$ cat config.mk
export PLATFORM = sky130hd
export DESIGN_NAME = wb_timer
export DESIGN_NICKNAME = d
export VERILOG_FILES = /design/src/rtl/wb_timer_pkg.sv /design/src/rtl/wb_timer_prescaler.sv /design/src/rtl/wb_timer.sv
export SDC_FILE = /design/constraint.sdc
export NUM_CORES = 1
export LEC_CHECK = 0
export ABC_CLOCK_PERIOD_IN_PS = 2300
export BUFFER_PORTS_ARGS = -buffer_cell sky130_fd_sc_hd__buf_2
export CAP_MARGIN = 10
export CORE_AREA = 2 2 145 147
export CTS_CLUSTER_DIAMETER = 50
export CTS_CLUSTER_SIZE = 40
export DETAILED_ROUTE_END_ITERATION = 8
export DIE_AREA = 0 0 147 149
export PLACE_DENSITY = 0.72
export SYNTH_ARGS = -nofsm -noshare
export SYNTH_HDL_FRONTEND = slang
export SYNTH_SLANG_ARGS = --single-unit
$ cat constraint.sdc
create_clock -name clk -period 2.3 [get_ports clk]
set_input_delay 0 -clock clk [delete_from_list [all_inputs] [get_ports clk]]
set_output_delay 0 -clock clk [all_outputs]
set_load 0.02 [all_outputs]
$ cat src/rtl/wb_timer_pkg.sv
// Shared constants and types for the wb_timer Wishbone machine timer.
// Register indices, CTRL/STATUS bit positions and a byte-lane merge helper.
package wb_timer_pkg;

  typedef enum logic [2:0] {
    IdxMtimeLo = 3'd0,
    IdxMtimeHi = 3'd1,
    IdxCmpLo   = 3'd2,
    IdxCmpHi   = 3'd3,
    IdxCtrl    = 3'd4,
    IdxStatus  = 3'd5,
    IdxRsvd6   = 3'd6,
    IdxRsvd7   = 3'd7
  } reg_idx_t;

  localparam int unsigned CtrlEnBit    = 0;
  localparam int unsigned CtrlDivLsb   = 8;
  localparam int unsigned StatusIrqBit = 0;

  // Replace only the bytes whose select bit is set.
  function automatic logic [31:0] apply_sel(input logic [31:0] old_val,
                                            input logic [31:0] wdata,
                                            input logic [3:0]  sel);
    logic [31:0] res;
    res = old_val;
    for (int i = 0; i < 4; i++) begin
      if (sel[i]) res[8*i +: 8] = wdata[8*i +: 8];
    end
    return res;
  endfunction

endpackage

$ cat src/rtl/wb_timer_prescaler.sv
// Tick divider for wb_timer: one tick every div+1 enabled clocks.
// Down-counter reloads from div on reaching zero and on reload.
module wb_timer_prescaler #(
  parameter int unsigned PRESCALE_W = 8
) (
  input  logic                  clk,
  input  logic                  rst_n,
  input  logic                  en,
  input  logic [PRESCALE_W-1:0] div,
  input  logic                  reload,
  output logic                  tick
);

  logic [PRESCALE_W-1:0] cnt_q, cnt_d;

  always_comb begin
    cnt_d = cnt_q;
    if (reload || (en && (cnt_q == '0))) begin
      cnt_d = div;
    end else if (en) begin
      cnt_d = cnt_q - 1'b1;
    end
  end

  assign tick = en && (cnt_q == '0);

  always_ff @(posedge clk or negedge rst_n) begin
    if (!rst_n) begin
      cnt_q <= '0;
    end else begin
      cnt_q <= cnt_d;
    end
  end

endmodule

$ cat src/rtl/wb_timer.sv
// Wishbone B4 pipelined machine timer (64-bit MTIME/MTIMECMP, level irq).
// Define WB_TIMER_PRESCALER_EN to add the CTRL.DIV tick prescaler.
module wb_timer
  import wb_timer_pkg::*;
#(
  parameter int unsigned PRESCALE_W = 8,
  parameter logic [63:0] CMP_RESET  = 64'hFFFF_FFFF_FFFF_FFFF
) (
  input  logic        clk,
  input  logic        rst_n,
  input  logic        wb_cyc,
  input  logic        wb_stb,
  input  logic        wb_we,
  input  logic [31:0] wb_adr,
  input  logic [3:0]  wb_sel,
  input  logic [31:0] wb_dat_i,
  output logic [31:0] wb_dat_o,
  output logic        wb_ack,
  output logic        wb_err,
  output logic        wb_stall,
  output logic        irq
);

  logic        req, bad, wr, rd_en;
  reg_idx_t    idx;
  logic        wr_mlo, wr_mhi, wr_clo, wr_chi, wr_ctrl;
  logic        tick;

  logic [63:0] mtime_q, mtime_d;
  logic [63:0] cmp_q, cmp_d;
  logic        en_q, en_d;
  logic        irq_q, irq_d;
  logic        ack_q, ack_d;
  logic        err_q, err_d;
  logic [31:0] dat_q, dat_d;
  logic [31:0] rdata, ctrl_rdata;

  logic        unused_adr;
  assign unused_adr = ^{wb_adr[31:5], wb_adr[1:0]};

  assign req   = wb_cyc & wb_stb;
  assign idx   = reg_idx_t'(wb_adr[4:2]);
  assign bad   = req & ((idx > IdxStatus) | (wb_we & (idx == IdxStatus)));
  assign wr    = req & wb_we & ~bad;
  assign rd_en = req & ~wb_we & ~bad;

  assign wr_mlo  = wr & (idx == IdxMtimeLo);
  assign wr_mhi  = wr & (idx == IdxMtimeHi);
  assign wr_clo  = wr & (idx == IdxCmpLo);
  assign wr_chi  = wr & (idx == IdxCmpHi);
  assign wr_ctrl = wr & (idx == IdxCtrl);

`ifdef WB_TIMER_PRESCALER_EN
  logic [PRESCALE_W-1:0] div_q, div_d;
  logic [31:0]           ctrl_wdata;
  logic                  unused_ctrl_w;

  always_comb begin
    ctrl_rdata = '0;
    ctrl_rdata[CtrlEnBit] = en_q;
    ctrl_rdata[CtrlDivLsb +: PRESCALE_W] = div_q;
  end

  assign ctrl_wdata    = apply_sel(ctrl_rdata, wb_dat_i, wb_sel);
  assign unused_ctrl_w = ^ctrl_wdata;
  assign en_d  = wr_ctrl ? ctrl_wdata[CtrlEnBit] : en_q;
  assign div_d = wr_ctrl ? ctrl_wdata[CtrlDivLsb +: PRESCALE_W] : div_q;

  // Next-state DIV feeds the reload so a CTRL write takes effect at once.
  wb_timer_prescaler #(
    .PRESCALE_W(PRESCALE_W)
  ) u_prescaler (
    .clk   (clk),
    .rst_n (rst_n),
    .en    (en_q),
    .div   (div_d),
    .reload(wr_ctrl),
    .tick  (tick)
  );

  always_ff @(posedge clk or negedge rst_n) begin
    if (!rst_n) begin
      div_q <= '0;
    end else begin
      div_q <= div_d;
    end
  end
`else
  // Without the prescaler DIV reads 0; PRESCALE_W stays referenced.
  logic [PRESCALE_W-1:0] unused_div;
  assign unused_div = '0;

  always_comb begin
    ctrl_rdata = '0;
    ctrl_rdata[CtrlEnBit] = en_q;
  end

  assign en_d = (wr_ctrl && wb_sel[0]) ? wb_dat_i[CtrlEnBit] : en_q;
  assign tick = en_q;
`endif

  // A bus write to either MTIME half wins over the tick; no carry is applied.
  always_comb begin
    mtime_d = mtime_q;
    if (wr_mlo) begin
      mtime_d[31:0] = apply_sel(mtime_q[31:0], wb_dat_i, wb_sel);
    end else if (wr_mhi) begin
      mtime_d[63:32] = apply_sel(mtime_q[63:32], wb_dat_i, wb_sel);
    end else if (tick) begin
      mtime_d = mtime_q + 64'd1;
    end
  end

  always_comb begin
    cmp_d = cmp_q;
    if (wr_clo) cmp_d[31:0]  = apply_sel(cmp_q[31:0], wb_dat_i, wb_sel);
    if (wr_chi) cmp_d[63:32] = apply_sel(cmp_q[63:32], wb_dat_i, wb_sel);
  end

  always_comb begin
    rdata = '0;
    case (idx)
      IdxMtimeLo: rdata = mtime_q[31:0];
      IdxMtimeHi: rdata = mtime_q[63:32];
      IdxCmpLo:   rdata = cmp_q[31:0];
      IdxCmpHi:   rdata = cmp_q[63:32];
      IdxCtrl:    rdata = ctrl_rdata;
      IdxStatus:  rdata[StatusIrqBit] = irq_q;
      default:    rdata = '0;
    endcase
  end

  assign irq_d = (mtime_q >= cmp_q);
  assign ack_d = req & ~bad;
  assign err_d = bad;
  assign dat_d = rd_en ? rdata : 32'd0;

  always_ff @(posedge clk or negedge rst_n) begin
    if (!rst_n) begin
      mtime_q <= '0;
      cmp_q   <= CMP_RESET;
      en_q    <= 1'b0;
      irq_q   <= 1'b0;
      ack_q   <= 1'b0;
      err_q   <= 1'b0;
      dat_q   <= '0;
    end else begin
      mtime_q <= mtime_d;
      cmp_q   <= cmp_d;
      en_q    <= en_d;
      irq_q   <= irq_d;
      ack_q   <= ack_d;
      err_q   <= err_d;
      dat_q   <= dat_d;
    end
  end

  assign wb_dat_o = dat_q;
  assign wb_ack   = ack_q;
  assign wb_err   = err_q;
  assign wb_stall = 1'b0;
  assign irq      = irq_q;

endmodule

Yosys cells after proc, flatten, opt, wreduce, memory -nomap -nowiden
Cells that the tools add are included.
{"block": "totals", "input_bits": 73, "wordCells": 86, "register_bits": 164, "output_inout_bits": 36}
{"block": "classes", "n_reduce_logical": 20, "bitwise_logic": 17, "eq_ne": 14, "n_lt_le_gt_ge": 2, "n_addsub": 1, "mux": 11}
{"op": "$mux W32", "count": 4}
{"op": "$pmux W31 S4", "count": 1}
{"op": "$add A64 B1 Y64 const B", "count": 1}
{"op": "$ge A64 B64 Y1", "count": 1}
{"op": "$mux W64", "count": 1}
{"op": "$mux W8", "count": 4}
{"op": "$reduce_and A3 Y1", "count": 8}
{"op": "$ne A2 B2 Y1 const B", "count": 9}
{"op": "$reduce_and A2 Y1", "count": 8}
{"op": "$and A1 B1 Y1", "count": 13}
{"op": "$eq A3 B2 Y1 const B", "count": 2}
{"op": "$eq A3 B3 Y1 const B", "count": 2}
{"op": "$pmux W1 S6", "count": 1}
{"op": "$reduce_bool A2 Y1", "count": 2}
{"op": "$eq A3 B1 Y1 const B", "count": 1}
{"op": "$gt A3 B3 Y1 const B", "count": 1}
{"op": "$logic_not A3 Y1", "count": 1}
{"op": "$not A1 Y1", "count": 3}
{"op": "$logic_and A1 B1 Y1", "count": 1}
{"op": "$or A1 B1 Y1", "count": 1}

Logic depth before layout (Yosys ltp)
Gate-level depths: netlist (run 1).
{"block": "depth", "ltp_word": 9, "ltp_mapped": 10, "mapped_depth_nobuf": 8}

Worst setup path before layout (run 1)
OpenSTA, ideal clock, no wires.
{"block": "synth_timing", "path_kind": "flip-flop to flip-flop", "startpoint": "register mtime_q[2]", "endpoint": "register mtime_q[45]", "required_time_ns": 2.235, "arrival_ns": 2.319, "period_less_slack_ns": 2.384, "stages_incl_launch_ff": 9, "path_slack_ns": -0.084, "path_cell_list": "dfrtp_1 -> buf_2 -> nand3_2 -> or3_1 -> buf_2 -> or4_4 -> or4_1 -> a21oi_1 -> a211o_1"}
{"block": "synth_via", "elab_chain_len": 3}
{"element": "start: declaration", "line": "wb_timer.sv:29", "source": "logic [63:0] mtime_q, mtime_d;"}
{"element": "start signal: assignment", "line": "wb_timer.sv:148", "source": "mtime_q <= mtime_d;"}
{"element": "$add A64 B1 Y64", "line": "wb_timer.sv:110", "source": "mtime_d = mtime_q + 64'd1;"}
{"element": "$mux W64", "line": "wb_timer.sv:109", "source": "end else if (tick) begin"}
{"element": "$mux W32", "line": "wb_timer.sv:107", "source": "end else if (wr_mhi) begin"}
No other way between the ends. The select of a mux whose other input is x is not followed.
A chain may end at the register's enable or synchronous reset.

Worst setup path in the final report (run 1)
{"block": "layout_timing", "startpoint": "input port wb_adr[4]", "endpoint": "register mtime_q[53]"}
{"block": "layout_via", "elab_chain_len": 9, "word_cells_on_any_way": 16, "cone_classes": "1 x order compare; 3 x eq/ne; 1 x mux; 8 x bitwise; 3 x reduce/logical"}
{"element": "start: declaration", "line": "wb_timer.sv:14", "source": "input logic [31:0] wb_adr,"}
{"element": "parallel branches: the longest is 9 deep, another holds $gt A3 B3 Y1"}
Several ways; the timed one is not identified.

==> results of run 1 <==
## through the flow
stage / cells / cell area [um2] / hold WS (ns) / utilization (%)
floorplan: 1119 / 10100 / -0.296 / -
global placement: 1510 / 11400 / 0.0322 / 55.6
detailed placement: 1510 / 11400 / 0.0362 / 55.6
CTS: 1583 / 12400 / 0.00603 / 60.5
global route: 1586 / 12500 / 0.0235 / 60.9
finish: 1587 / 12500 / 0.0279 / 60.9
## cells by family after synthesis
logic type               Yosys count  share of synthesized area [%]
AO/OA/AOI/OAI                    386                           24.3
AND/OR/NAND/NOR                  322                           16.0
flip-flops                       164                           41.6
buffers and inverters            141                           5.35
adder cells (fa/ha/maj)           65                           8.09
multiplexers                      39                           4.43
other                              1                         0.0373
XOR/XNOR                           1                         0.0871
## synthesized netlist by cell type (5+ instances only)
cell type,n
a22oi_1,64
nand2b_1,5
inv_1,71
nor3_1,12
o22ai_1,18
o22a_1,23
mux2_2,34
dfrtp_1,100
nand2_1,99
a21oi_1,130
and4_1,13
o21ai_0,70
a21o_1,14
a31oi_1,12
and3_1,15
clkbuf_1,61
nand3_1,44
nor2_1,58
a2bb2oi_1,20
and2_1,6
dfstp_2,64
nand4_1,35
ha_1,65
nor4_1,12
## critical path, cell delays in order
cell           delay [ns]
dlygate4sd3_1        0.56
buf_2                0.19
nand4b_1             0.35
o21a_1               0.45
a21oi_1              0.66
a21oi_1              0.08
o22a_1               0.23
## what timing repair did
item	4_1_cts	5_1_grt
pin swaps	0	6
hold buffers	39	0
setup endpoints to repair	5	17
buffers inserted	2	3
resized for setup	2	15
hold endpoints to repair	232	0
## state kept, by name (all words and copies together), names as in the netlist
name / count
cmp_q: 64
mtime_q: 64
irq: 1
en_q: 1
wb_dat_o: 32
wb_err: 1
wb_ack: 1
## routing by layer
metal	up-vias	GRT usage (%)
li1	4514	-
met1	4807	40.0
met2	507	48.1
met3	82	7.34
met4	0	12.5
met5	-	0
## cell usage in the layout (no fill, tap or decap), types with 5 or more instances in the layout
cell type	synthesis	routed
a21oi_1	130	126
buf_4	1	109
nand2_1	99	98
dfrtp_1	100	97
buf_2	4	77
inv_1	71	71
o21ai_0	70	69
ha_1	65	65
dfstp_2	64	64
a22oi_1	64	63
nor2_1	58	56
nand3_1	44	44
dlygate4sd3_1	0	39
nand4_1	35	35
mux2_2	34	34
o22a_1	23	23
a2bb2oi_1	20	20
o22ai_1	18	18
clkbuf_16	0	17
and3_1	15	15
a21o_1	14	14
and4_1	13	13
a31oi_1	12	12
nor3_1	12	11
nor4_1	12	6
and2_1	6	6
clkinvlp_4	0	6
nor4_2	0	5
nand2b_1	5	5
## power groups by stage
stage	Sequential, uW	Combinational, uW	Clock [uW]
finish	3590	1970	2950
global route	3620	2160	3080
CTS	3580	1900	2960
detailed placement	3620	1840	0
global placement	3610	1770	0
floorplan	3600	1040	0
## area by class of cell
| type | count | area (um2) |
|---|---|---|
| Inverter | 71 | 267 |
| Clock buffer | 22 | 474 |
| Timing Repair Buffer | 230 | 1690 |
| Multi-Input combinational cell | 814 | 5440 |
| Antenna cell | 1 | 2.50 |
| Clock inverter | 10 | 123 |
| Fill cell | 1754 | 8040 |
| Tap cell | 275 | 344 |
| Sequential cell | 164 | 4190 |
## final timing paths
path	slack, ns	end	from
max	0.09	mtime_q[53]	wb_adr[4]
min	0.03	wb_err	wb_adr[3]
max reg2reg	0.09	irq	cmp_q[57]
min reg2reg	0.52	cmp_q[19]	cmp_q[19]
max in group asynchronous	1.66	mtime_q[9]	rst_n
min in group asynchronous	0.14	wb_err	rst_n
==> impl_results.md, run 1 <==
- Status: complete, no violations
- Main synth FF type: dfrtp_1
- Final setup fails: 0
- Setup WS post-layout: approximately 0.092 ns
- Die area: between 0.02 and 0.025 mm2
- Routed WL per cell: between 20 and 25 um
- Cell variety after synth: 62
- Vias in the first global route: 9602
- Startpoint types: input pin
- DR DRC count: 0
- Core area: 0.0206 mm2
- Synth area leader: dfrtp_1
- Hold Violations, Final: 0
- Die Height: between 100 and 150 um
- Area share of the largest cell type after synthesis: 24.9%
- Post-DRT Antenna Nets: 0
- Maxcap violations: 0
- CTS Buffer Depth: 2
- Synth warn: 0
- Drt pass-1 iters: 5
- Initial Util: 48.9%
- Global placer's final weighted congestion: about 0.9
- Part of the power in registers: a little over two fifths
- Clock period minus final worst setup slack: between 2 and 2.5 ns
- Initial drt markers: about 1200
- CTS tree: yes
- Number of flops mapped to enable cells by yosys: 0
- Max Clk Rate: around 450 MHz
- Largest net degree at the start of global routing: slightly below 100
- Post-synthesis register bit count: between 150 and 200
- PwrDens: between 600 and 700 mW/mm2
- Hold WC Path Type: in2reg
- Final WL: 32.8 mm
- Total CTS buffers: 17
- Clock-pin slew on the worst setup and hold paths: 0.07 ns
- Worst Max-Slew Pin Slew: ~0.75 ns
- Pint: ~5800 uW
- Routed via count: about 9900
- Met1 wire length: between 10 and 15 mm
- Std-Cell Rows: 53
- Avg Inst Size Synth: 8.98 um2
- Post-DP HPWL: 22.9 mm
- DR WL met2: around 15 mm
- CTS Sinks: approximately 160
- RSZ-0062 raised after global routing: no
- Seq/Total Area, Yosys: 41.6%
- Mapped Cells: ~1100
- Initial antenna violation count: 0
- Total Power: 8510 uW
- Critical path class: in2reg
- Pre-CTS setup slack: -0.00380 ns
- Layout Area Growth over Synthesis: 24.6%
- Hold Crit Depth: 3
- Clock tree root buffer cell: clkbuf_16
- Post-synth ARST share: 100%
- H-tree levels: 4
- Critical Path End Type: register
- CP Max Fanout: 9
- Synth area leaders: dfrtp_1, dfstp_2, ha_1
- Io pins: 109
- Setup tns final: 0 ns
- Rel. slew slack: between 50% and 60%
- Worst R2R Path Depth: 9
- Clk pwr share: roughly a third
- Leakage: between 0.005 and 0.006 uW
- Post-synth net total: roughly 1300
- Total grt overflow: 0
- Pins Over Slew Limit: 0
- Worst-skew pair later-pin latency: 0.43 ns
- Port Buf Inserts: 78
- Routed wl met3: 2.90 mm
- Sw Ratio: roughly a third
- Die W: around 150 um
- Max VDD drop: 0.494 mV
- Fin crit share: approximately 96%
- Global-route wire length before repair: slightly above 50 mm
- DR top layer: met4
- Comb power frac: between 20% and 30%
- Synthesized area: roughly 0.010 mm2
- Final #Nets: between 1000 and 1500
- Fraction of layout cells with a size suffix above 1: between 20% and 30%
- Crit path DAT: between 2 and 3 ns
- Drt via density: ~6.2
- Overall routing resource usage: between 30 and 40%
- Final clock skew: slightly above 0.01 ns
- Worst path required time: approximately 2.6 ns
- NetSw: 2670 uW
No activity file was read; power rests on OpenSTA's default activity.
==> run 2: changes to the inputs <==
--- a/config.mk
+++ b/config.mk
@@ -6,7 +6,7 @@
 export NUM_CORES = 1
 export LEC_CHECK = 0
 export ABC_CLOCK_PERIOD_IN_PS = 2300
-export BUFFER_PORTS_ARGS = -buffer_cell sky130_fd_sc_hd__buf_2
+export BUFFER_PORTS_ARGS = -buffer_cell sky130_fd_sc_hd__clkbuf_2
 export CAP_MARGIN = 10
 export CORE_AREA = 2 2 145 147
 export CTS_CLUSTER_DIAMETER = 50
==> run 2 against run 1 <==
  * Power is 0.70% lower
  * Critical path depth is 2 higher
  * Sequential share of layout area hardly changed
  * Critical path type is now reg2reg
  * Critical endpoint is now mtime_q[52]
==> impl_results.md, run 2 (synthesis results as in run 1) <==
- Status: complete, no violations
- Slowest stage delay, CP: approximately 0.43 ns
- Core area: around 0.021 mm2
- Global placer's final weighted congestion: 0.947
- Slowest CP cell: dfrtp_2
- Max Clk Rate: 446 MHz
- N_diodes: 0
- Routed via count: approximately 9800
- Initial antenna violation count: 0
- Most frequent cells in the layout: a21oi_1, buf_4, nand2_1, dfrtp_1, clkbuf_2
- Worst Max-Slew Pin Slew: between 0.7 and 0.8 ns
- Total Power: between 8000 and 9000 uW
- Rel. slew slack: 49.5%
- Fraction of layout cells with a size suffix above 1: about a quarter
- Post-DP HPWL: around 22 mm
- Placed cells: around 1500
- Global-route wire length before repair: ~51 mm
- Port Buf Inserts: slightly below 80
- Maxcap violations: 0
- Leakage: between 0.005 and 0.006 uW
- Final #Nets: between 1000 and 1500
- Initial drt markers: roughly 1200
- Clock period minus final worst setup slack: between 2 and 2.5 ns
- Hold Violations, Final: 0
- Routed WL per cell: 20.3 um
- H-tree levels: 4
- Vias in the first global route: ~9400
- Worst path required time: between 2 and 3 ns
- Max VDD drop: roughly 0.49 mV
- Initial Util: approximately 49%
- Overall routing resource usage: 29.5%
- Hold Crit Depth: 4
- Commonest non-fill, non-tap cell in the layout: a21oi_1
- CTS Buffer Depth: 2
- Critical path class: reg2reg
- Final WL: 32.2 mm
- DR DRC count: 0
- Clock-pin slew on the worst setup and hold paths: roughly 0.07 ns
- PwrDens: 674 mW/mm2
- Number of fill cells: approximately 1700
- Worst-skew pair later-pin latency: approximately 0.44 ns
- Post-DRT Antenna Nets: 0
- Pins Over Slew Limit: 0
- Die area: 0.0219 mm2
- CTS Sinks: ~160
- CP Max Fanout: 5
- Fin cells: 1585
- Hold WC Path Type: in2reg
- Io pins: about 110
- Drt via density: between 6 and 7
- Fin crit share: between 90% and 100%
- Die W: approximately 150 um
- Total CTS buffers: 17
- Setup tns final: 0 ns
- Final setup fails: 0
- Largest net degree at the start of global routing: between 70 and 80
- Drt pass-1 iters: 6
- CTS tree: yes
- Clock tree root buffer cell: clkbuf_16
- Crit path DAT: 2.61 ns
- Total grt overflow: 0
- Critical Path End Type: register
- Final clock skew: ~0.009 ns
- Layout Area Growth over Synthesis: 24.6%
- Startpoint types: register
- Crit-path cells: ha_2 > and4_1 > nand3_1 > nor4_4 > buf_4 > clkdlybuf4s15_2 > nand4_1 > a21oi_1 > a2bb2oi_1
- Worst R2R Path Depth: 9
- Std-Cell Rows: between 50 and 60
- Die Height: about 150 um
-- run 2: repair_timing --
action,CTS,global route
hold buffers,38,0
resized for setup,2,14
hold endpoints to repair,165,0
buffers inserted,1,7
pin swaps,1,5
endpoints found under the setup margin,3,19
cloned,0,1
-- run 2: layout make-up --
cell class | instances | area (um2) | area share [%]
inverters | 71 | 267 | 2.13
clock buffers | 21 | 460 | 3.68
well taps | 275 | 344 | 2.75
multi-input cells | 814 | 5440 | 43.4
repair buffers | 229 | 1710 | 13.6
flip-flops and latches | 164 | 4190 | 33.4
clock inverters | 11 | 128 | 1.02
-- run 2: worst paths after layout --
kind	startpoint	to	slack (ns)
min in group asynchronous	rst_n	wb_dat_o[0]	0.15
hold reg to reg	cmp_q[2]	cmp_q[2]	0.51
setup reg to reg	mtime_q[0]	mtime_q[52]	0.06
setup / recovery	mtime_q[0]	mtime_q[52]	0.06
hold / removal	wb_sel[2]	mtime_q[50]	0.02
max in group asynchronous	rst_n	cmp_q[17]	1.32
-- run 2: worst max-delay path: cells and delay by family, from the launching register on --
kind / cells / cell delay, ns
simple gates: 4 / 0.75
buf+inv: 2 / 0.42
flops: 1 / 0.43
compound gates: 2 / 0.32
fa+ha+maj: 1 / 0.23
-- run 2: per-layer routing --
layer	GRT usage [%]	part of all wire (%)
met1	39.4	42
met2	47.8	46
met3	7.28	8.6
met4	9.33	3.1
met5	0	0
-- run 2: report_power, final --
group	leakage [uW]	switching (uW)	internal, uW
clock network	0.000280	1250	1660
logic	0.00328	1110	840
registers	0.00202	282	3300
-- run 2: stage by stage --
stage	cell area, um2	util, %	hold WS (ns)	worst slack, ns
floorplan	10100	-	-0.296	0.0835
finish	12500	60.9	0.0189	0.0572
global route	12500	60.9	0.0476	-0.0560
global placement	11400	55.5	0.0563	0.0454
CTS	12400	60.3	0.0155	0.00713
detailed placement	11400	55.5	0.0554	-0.0309
